`config.mk`:
```
export PLATFORM = sky130hd
export DESIGN_NAME = game_round_sequencer
export DESIGN_NICKNAME = d
export VERILOG_FILES = /design/src/rtl/game_pkg.sv /design/src/rtl/note_lfsr.sv /design/src/rtl/game_round_sequencer.sv
export SDC_FILE = /design/constraint.sdc
export NUM_CORES = 1
export LEC_CHECK = 0
export BUFFER_PORTS_ARGS = -buffer_cell sky130_fd_sc_hd__buf_2
export CORE_MARGIN = 4
export CORE_UTILIZATION = 58
export DETAILED_ROUTE_END_ITERATION = 8
export PLACE_DENSITY = 0.8
export REMOVE_ABC_BUFFERS = 1
export SYNTH_ARGS = -nofsm -noshare
export SYNTH_HDL_FRONTEND = slang
export SYNTH_SLANG_ARGS = --single-unit
```
`constraint.sdc`:
```
create_clock -name clk -period 3.1 [get_ports clk]
set_clock_uncertainty 0.15 [all_clocks]
set_input_delay 0.62 -clock clk [delete_from_list [all_inputs] [get_ports clk]]
set_output_delay 0.62 -clock clk [all_outputs]
set_load 0.02 [all_outputs]
```
`src/rtl/game_pkg.sv`:
```
// ------------------------------------------------------------------------
// game_pkg: shared types and constants for the keypad memory game sequencer.
// Rev 1.0
// ------------------------------------------------------------------------
`default_nettype none

package game_pkg;

  localparam int NOTE_W = 4;
  localparam int LFSR_W = 16;

  localparam int TAP_A = 15;
  localparam int TAP_B = 13;
  localparam int TAP_C = 12;
  localparam int TAP_D = 10;

  localparam logic [NOTE_W-1:0] NOTE_MIN = 4'd1;
  localparam logic [NOTE_W-1:0] NOTE_MAX = 4'd8;

  typedef enum logic [2:0] {
    ST_IDLE    = 3'd0,
    ST_CLEAR   = 3'd1,
    ST_GEN     = 3'd2,
    ST_LOAD    = 3'd3,
    ST_START   = 3'd4,
    ST_PLAY    = 3'd5,
    ST_WIN     = 3'd6,
    ST_TIMEOUT = 3'd7
  } seq_state_t;

  function automatic logic [NOTE_W-1:0] next_note_wrap(input logic [NOTE_W-1:0] n);
    return (n == NOTE_MAX) ? NOTE_MIN : n + NOTE_W'(1);
  endfunction

endpackage

`default_nettype wire

```
`src/rtl/note_lfsr.sv`:
```
// ------------------------------------------------------------------------
// note_lfsr: 16-bit Fibonacci LFSR with a note output in the range 1..8.
// Rev 1.0
// ------------------------------------------------------------------------
`default_nettype none

module note_lfsr
  import game_pkg::*;
#(
  parameter logic [LFSR_W-1:0] SEED = 16'hACE1
) (
  input  logic              clk,
  input  logic              reset_n,
  input  logic              advance,
  output logic [LFSR_W-1:0] state,
  output logic [NOTE_W-1:0] note
);

  logic feedback;

  assign feedback = state[TAP_A] ^ state[TAP_B] ^ state[TAP_C] ^ state[TAP_D];
  // Only the low three bits select the note, offset so that 0 never appears.
  assign note     = {1'b0, state[2:0]} + NOTE_MIN;

  always_ff @(posedge clk or negedge reset_n) begin
    if (!reset_n) begin
      state <= SEED;
    end else if (advance) begin
      state <= {state[LFSR_W-2:0], feedback};
    end
  end

endmodule

`default_nettype wire

```
`src/rtl/game_round_sequencer.sv`:
```
// ------------------------------------------------------------------------
// game_round_sequencer: round controller (clear, melody gen, load, start, supervise).
// Optional build macro SEQ_NO_REPEAT_EN suppresses equal adjacent notes. Rev 1.0
// ------------------------------------------------------------------------
`default_nettype none

module game_round_sequencer
  import game_pkg::*;
#(
  parameter int                NOTE_COUNT     = 8,
  parameter int                TIMEOUT_CYCLES = 50_000_000,
  parameter logic [LFSR_W-1:0] LFSR_SEED      = 16'hACE1
) (
  input  logic                         clk,
  input  logic                         reset_n,
  input  logic                         start_req,
  input  logic                         abort,
  input  logic                         game_end,
  input  logic                         miss_in,
  output logic [NOTE_W*NOTE_COUNT-1:0] data_out,
  output logic                         write_enable,
  output logic                         game_start,
  output logic                         game_clear,
  output logic                         busy,
  output logic                         win_pulse,
  output logic                         timeout_flag,
  output logic [7:0]                   round_count,
  output logic [7:0]                   miss_count
);

  localparam int TIMER_W = $clog2(TIMEOUT_CYCLES);
  localparam int IDX_W   = (NOTE_COUNT > 1) ? $clog2(NOTE_COUNT) : 1;

  seq_state_t          state;
  logic                start_q;
  logic                miss_q;
  logic [TIMER_W-1:0]  timer;
  logic [IDX_W-1:0]    gen_idx;
  logic                start_edge;
  logic                miss_edge;
  logic                lfsr_adv;
  logic [NOTE_W-1:0]   raw_note;
  logic [NOTE_W-1:0]   gen_note;
  logic [LFSR_W-1:0]   lfsr_unused;

  assign start_edge = start_req & ~start_q;
  assign miss_edge  = miss_in & ~miss_q;
  assign lfsr_adv   = (state == ST_GEN) && !abort;

  note_lfsr #(
    .SEED (LFSR_SEED)
  ) u_note_lfsr (
    .clk     (clk),
    .reset_n (reset_n),
    .advance (lfsr_adv),
    .state   (lfsr_unused),
    .note    (raw_note)
  );

`ifdef SEQ_NO_REPEAT_EN
  logic [NOTE_W-1:0] prev_note;
  logic [IDX_W-1:0]  prev_idx;

  assign prev_idx  = gen_idx - IDX_W'(1);
  assign prev_note = data_out[int'(prev_idx)*NOTE_W +: NOTE_W];
  assign gen_note  = ((gen_idx != '0) && (raw_note == prev_note)) ? next_note_wrap(raw_note)
                                                                   : raw_note;
`else
  assign gen_note  = raw_note;
`endif

  // Strobes default low every cycle; each is raised on the transition into its state.
  always_ff @(posedge clk or negedge reset_n) begin
    if (!reset_n) begin
      state        <= ST_IDLE;
      start_q      <= 1'b0;
      miss_q       <= 1'b0;
      timer        <= '0;
      gen_idx      <= '0;
      data_out     <= '0;
      write_enable <= 1'b0;
      game_start   <= 1'b0;
      game_clear   <= 1'b0;
      busy         <= 1'b0;
      win_pulse    <= 1'b0;
      timeout_flag <= 1'b0;
      round_count  <= 8'd0;
      miss_count   <= 8'd0;
    end else begin
      start_q      <= start_req;
      miss_q       <= miss_in;
      write_enable <= 1'b0;
      game_start   <= 1'b0;
      game_clear   <= 1'b0;
      win_pulse    <= 1'b0;

      if ((state != ST_IDLE) && abort) begin
        state <= ST_IDLE;
        busy  <= 1'b0;
      end else begin
        case (state)
          ST_IDLE: begin
            if (start_edge) begin
              state        <= ST_CLEAR;
              game_clear   <= 1'b1;
              busy         <= 1'b1;
              timeout_flag <= 1'b0;
              miss_count   <= 8'd0;
            end
          end
          ST_CLEAR: begin
            data_out <= '0;
            gen_idx  <= '0;
            state    <= ST_GEN;
          end
          ST_GEN: begin
            data_out[int'(gen_idx)*NOTE_W +: NOTE_W] <= gen_note;
            if (gen_idx == IDX_W'(NOTE_COUNT - 1)) begin
              state        <= ST_LOAD;
              write_enable <= 1'b1;
            end else begin
              gen_idx <= gen_idx + IDX_W'(1);
            end
          end
          ST_LOAD: begin
            state      <= ST_START;
            game_start <= 1'b1;
          end
          ST_START: begin
            timer <= '0;
            state <= ST_PLAY;
          end
          ST_PLAY: begin
            timer <= timer + TIMER_W'(1);
            if (miss_edge && (miss_count != 8'hFF)) begin
              miss_count <= miss_count + 8'd1;
            end
            if (game_end) begin
              state     <= ST_WIN;
              win_pulse <= 1'b1;
              if (round_count != 8'hFF) begin
                round_count <= round_count + 8'd1;
              end
            end else if (timer == TIMER_W'(TIMEOUT_CYCLES - 1)) begin
              state        <= ST_TIMEOUT;
              timeout_flag <= 1'b1;
            end
          end
          ST_WIN, ST_TIMEOUT: begin
            state <= ST_IDLE;
            busy  <= 1'b0;
          end
          default: begin
            state <= ST_IDLE;
            busy  <= 1'b0;
          end
        endcase
      end
    end
  end

endmodule

`default_nettype wire

```
==> metrics list <==
- Required time of the critical path: 3240 ps
* Portion of synthesized cell area occupied by the leading cell type: 49.1%
- After clock tree synthesis, the repair step resized 0 gates.
* Worst voltage drop across the vdd grid: 0.325 mV
- Summed over all layers, the routed wires come to 10,600 µm.
* Initial cell density of the core: 59.5%
- Total power for the finished layout comes to 2.67 mW.
- LEAKAGE: 2.64 nW
- Headroom to the max-slew limit came out at 39.6%.
- For this block, the initial DRC count from the detailed router was 183.
- The H-tree was split into 3 levels.
- Die extent in y: 99.8 µm
- The setup path with the least slack is of type flip-flop to flip-flop.
- Core area: 8220 µm²
* Drt pass-1 iters: 4
* CTS tree: yes
- In this design, the largest share of critical-path delay is due to simple AND/OR/NAND/NOR gates.
* Number of global-route vias before repair: 3,963
- Most used standard cell by instance count after synthesis: dfrtp_1
* Final period util: 81.0%
- Area enclosed by the die boundary: 9970 µm²
* NumNets Final: 572
- Die X-Extent: 99.8 µm
- Yosys mapped a number of flops with a built-in enable equal to 0.
- Maximum cell stage delay along the critical path: 750 ps
- STA classifies the critical path startpoint as a flip-flop.
* Hold-fix buffer count after cts: 0
* Outcome: finished, final reports clean
* Yosys cell types: 45
* Maximum number of pins on one net before global-route repair: 62
- Antenna violation net count after detailed routing: 0
- Clock tree synthesis selected as its root buffer the cell clkbuf_8.
- Number of antenna violations at the first check in global routing: 0
- STA classifies the critical path endpoint as a flip-flop.
- Transition time of the tightest slew-check pin: 904 ps
- 60 I/O pins were placed.
* Avg Cell Area, Syn: 9.88 µm²
- Number of diodes added for antenna fixing: 0
- YS warnings: 0
* Setup TNS after final layout: 0 ps
- The number of setup buffers added after CTS is 0.
- Sequential cells were found to cover 53.4% of the synthesized design area.
* DRC errors left: 0
- The first global-routing pass estimated 18,500 µm of wire.
* # clock sinks: 104
- Total count of max-transition violations in the final report: 0
* Placer Congestion: 0.825
- Critical path cell sequence: or3b_1 > or4_1 > or4_1 > a21oi_1
- Dominant cell type by count on the critical path: or4_1
* Number of endpoints with negative hold slack in the final report: 0
- Min-delay worst type: primary input to asynchronous set/reset pin
* Overall fraction of global-route tracks in use: 22.9%
- Detailed routing inserted a total of 3,956 vias.
- Min Tclk post-route: 2510 ps
* Fraction of synthesis flops using an asynchronous set or reset pin: 100%
* Vias per std cell: 5.93
- Area delta synth->final: 13.1%
- The synthesized design spends more area on one cell type than any other, namely dfrtp_1.
* Slowest-stage cell, CP: or4_1
* Source-to-sink clock delay at the later pin of the worst-skew pair: 370 ps
- Peak Freq: 398 MHz
- The tool flagged a number of max-cap violations equal to 0.
* Filler instances: 622
- Num CTS Buffers: 9
- Finish-stage setup viols: 0
- Number of buffers and inverters on the critical path: 0
* Synth Instances: 495
* Arr. time, crit path: 2660 ps
- The clock passes through at most 2 buffers.
* Largest cells by area after synthesis: dfrtp_1 (49%), nand2_1 (7.3%), dfstp_2 (4.3%), o2bb2ai_1 (4.3%), o21ai_0 (2.5%)
- For this run, the leading register cell type out of synthesis is dfrtp_1.
* Fraction of final layout cells with drive strength greater than 1: 18.0%
- Number of buffers inserted by port buffering: 59
- The total overflow left after global routing is 0.
- After detailed routing, the average wire length per cell comes to 15.9 µm.
- Dividing total power by cell area gives a power density of 483 nW/µm².
- In this run the worst path has a maximum fanout of 18.
- Most frequent cells after synthesis: dfrtp_1 (96), nand2_1 (95), nor2_1 (25), o21ai_0 (24), o2bb2ai_1 (24)
* Unrepaired setup endpoints after global routing: no
- Number of placement rows: 33
* Flip-flop and latch count after synthesis: 104
- After clock tree synthesis, the clock-pin slew on the worst setup and hold paths is 100 ps.
- Mapped cell area: 4890 µm²
- Half-perimeter wire length of the detailed placement result: 7530 µm
- Final core utilization: 67.3%
-- cells in the final DEF (no fill, tap or decap), types with 2 or more instances in the layout --
| cell type | instances |
|---|---|
| ha_1 | 9 |
| nand3_1 | 18 |
| o31ai_1 | 7 |
| or4_1 | 6 |
| clkbuf_8 | 9 |
| nor2b_1 | 3 |
| nand4_1 | 6 |
| nand2b_1 | 15 |
| dfrtp_1 | 96 |
| xnor2_1 | 9 |
| nor4b_1 | 2 |
| mux2i_1 | 8 |
| mux2_2 | 6 |
| a31oi_1 | 10 |
| and3_1 | 11 |
| o2bb2ai_1 | 24 |
| a22o_1 | 8 |
| nand2_1 | 95 |
| nor3_1 | 9 |
| clkinvlp_4 | 2 |
| inv_1 | 15 |
| or3_1 | 8 |
| a32o_1 | 2 |
| and2_1 | 2 |
| o21ai_0 | 24 |
| a21boi_0 | 2 |
| buf_4 | 11 |
| or4b_2 | 2 |
| clkbuf_1 | 2 |
| a41oi_1 | 3 |
| nor3b_1 | 2 |
| and4_1 | 3 |
| nor2_1 | 25 |
| o22ai_1 | 3 |
| nor4_1 | 9 |
| buf_2 | 58 |
| dfstp_2 | 8 |
| a21oi_1 | 16 |
-- per-stage QoR --
step | area [µm²] | hold slack (ps) | cells | setup slack (ps)
after floorplan | 4820 | 174 | 476 | 324
after global placement | 5340 | 296 | 651 | 321
after detailed placement | 5340 | 305 | 651 | 246
after CTS | 5530 | 100 | 667 | 573
after global routing | 5530 | 120 | 667 | 428
final | 5530 | 83.7 | 667 | 588
-- flip-flops by register name, summed over array words and instances, names as in the netlist, 3 cells and up --
signal             count
u_note_lfsr.state     16
round_count            8
state                  3
gen_idx                3
miss_count             8
data_out              32
timer                 26
-- power by group --
group          total, mW  internal (mW)  switching (mW)
logic              0.413          0.137           0.275
clock network      0.833          0.374           0.459
registers           1.43           1.39          0.0374
-- area by class of cell --
class                   instances  area [µm²]  share of cell area [%]
clock buffers                  11         131                    2.38
clock inverters                 5        58.8                    1.06
inverters                      15        56.3                    1.02
multi-input cells             357        2150                    38.8
flip-flops and latches        104        2610                    47.2
well taps                     105         131                    2.38
repair buffers                 70         393                    7.10
-- cell families after synthesis --
kind of cell	Yosys count	synth area share, %
DFF	104	53.4
adders and majority gates	9	2.30
and+or+nand+nor	221	22.3
muxes	14	3.02
AOI/OAI and AO/OA	103	14.5
xor gates and xnor gates	10	1.79
buffers and inverters	34	2.69
-- metal layers --
| metal | vias to the layer above | global-route usage, % | part of all wire, % |
|---|---|---|---|
| li1 | 1905 | - | - |
| met1 | 1969 | 30.8 | 45 |
| met2 | 71 | 38.2 | 51 |
| met3 | 11 | 4.73 | 3.2 |
| met4 | 0 | 5.88 | 1.1 |
| met5 | - | 0 | 0 |
-- worst paths after layout --
path                                      startpoint                   end  slack [ps]  depth (start not counted)
worst max-delay path                        state[1]             timer[17]         590                          4
worst min-delay path                         reset_n             timer[17]          80                          1
worst max register to register              state[1]             timer[17]         590                          4
worst min register to register  u_note_lfsr.state[6]  u_note_lfsr.state[7]         310                          2
max in group asynchronous                    reset_n  u_note_lfsr.state[0]        1940                          2
min in group clk                           start_req               start_q         230                          1
(Power assumes the default switching activity.)
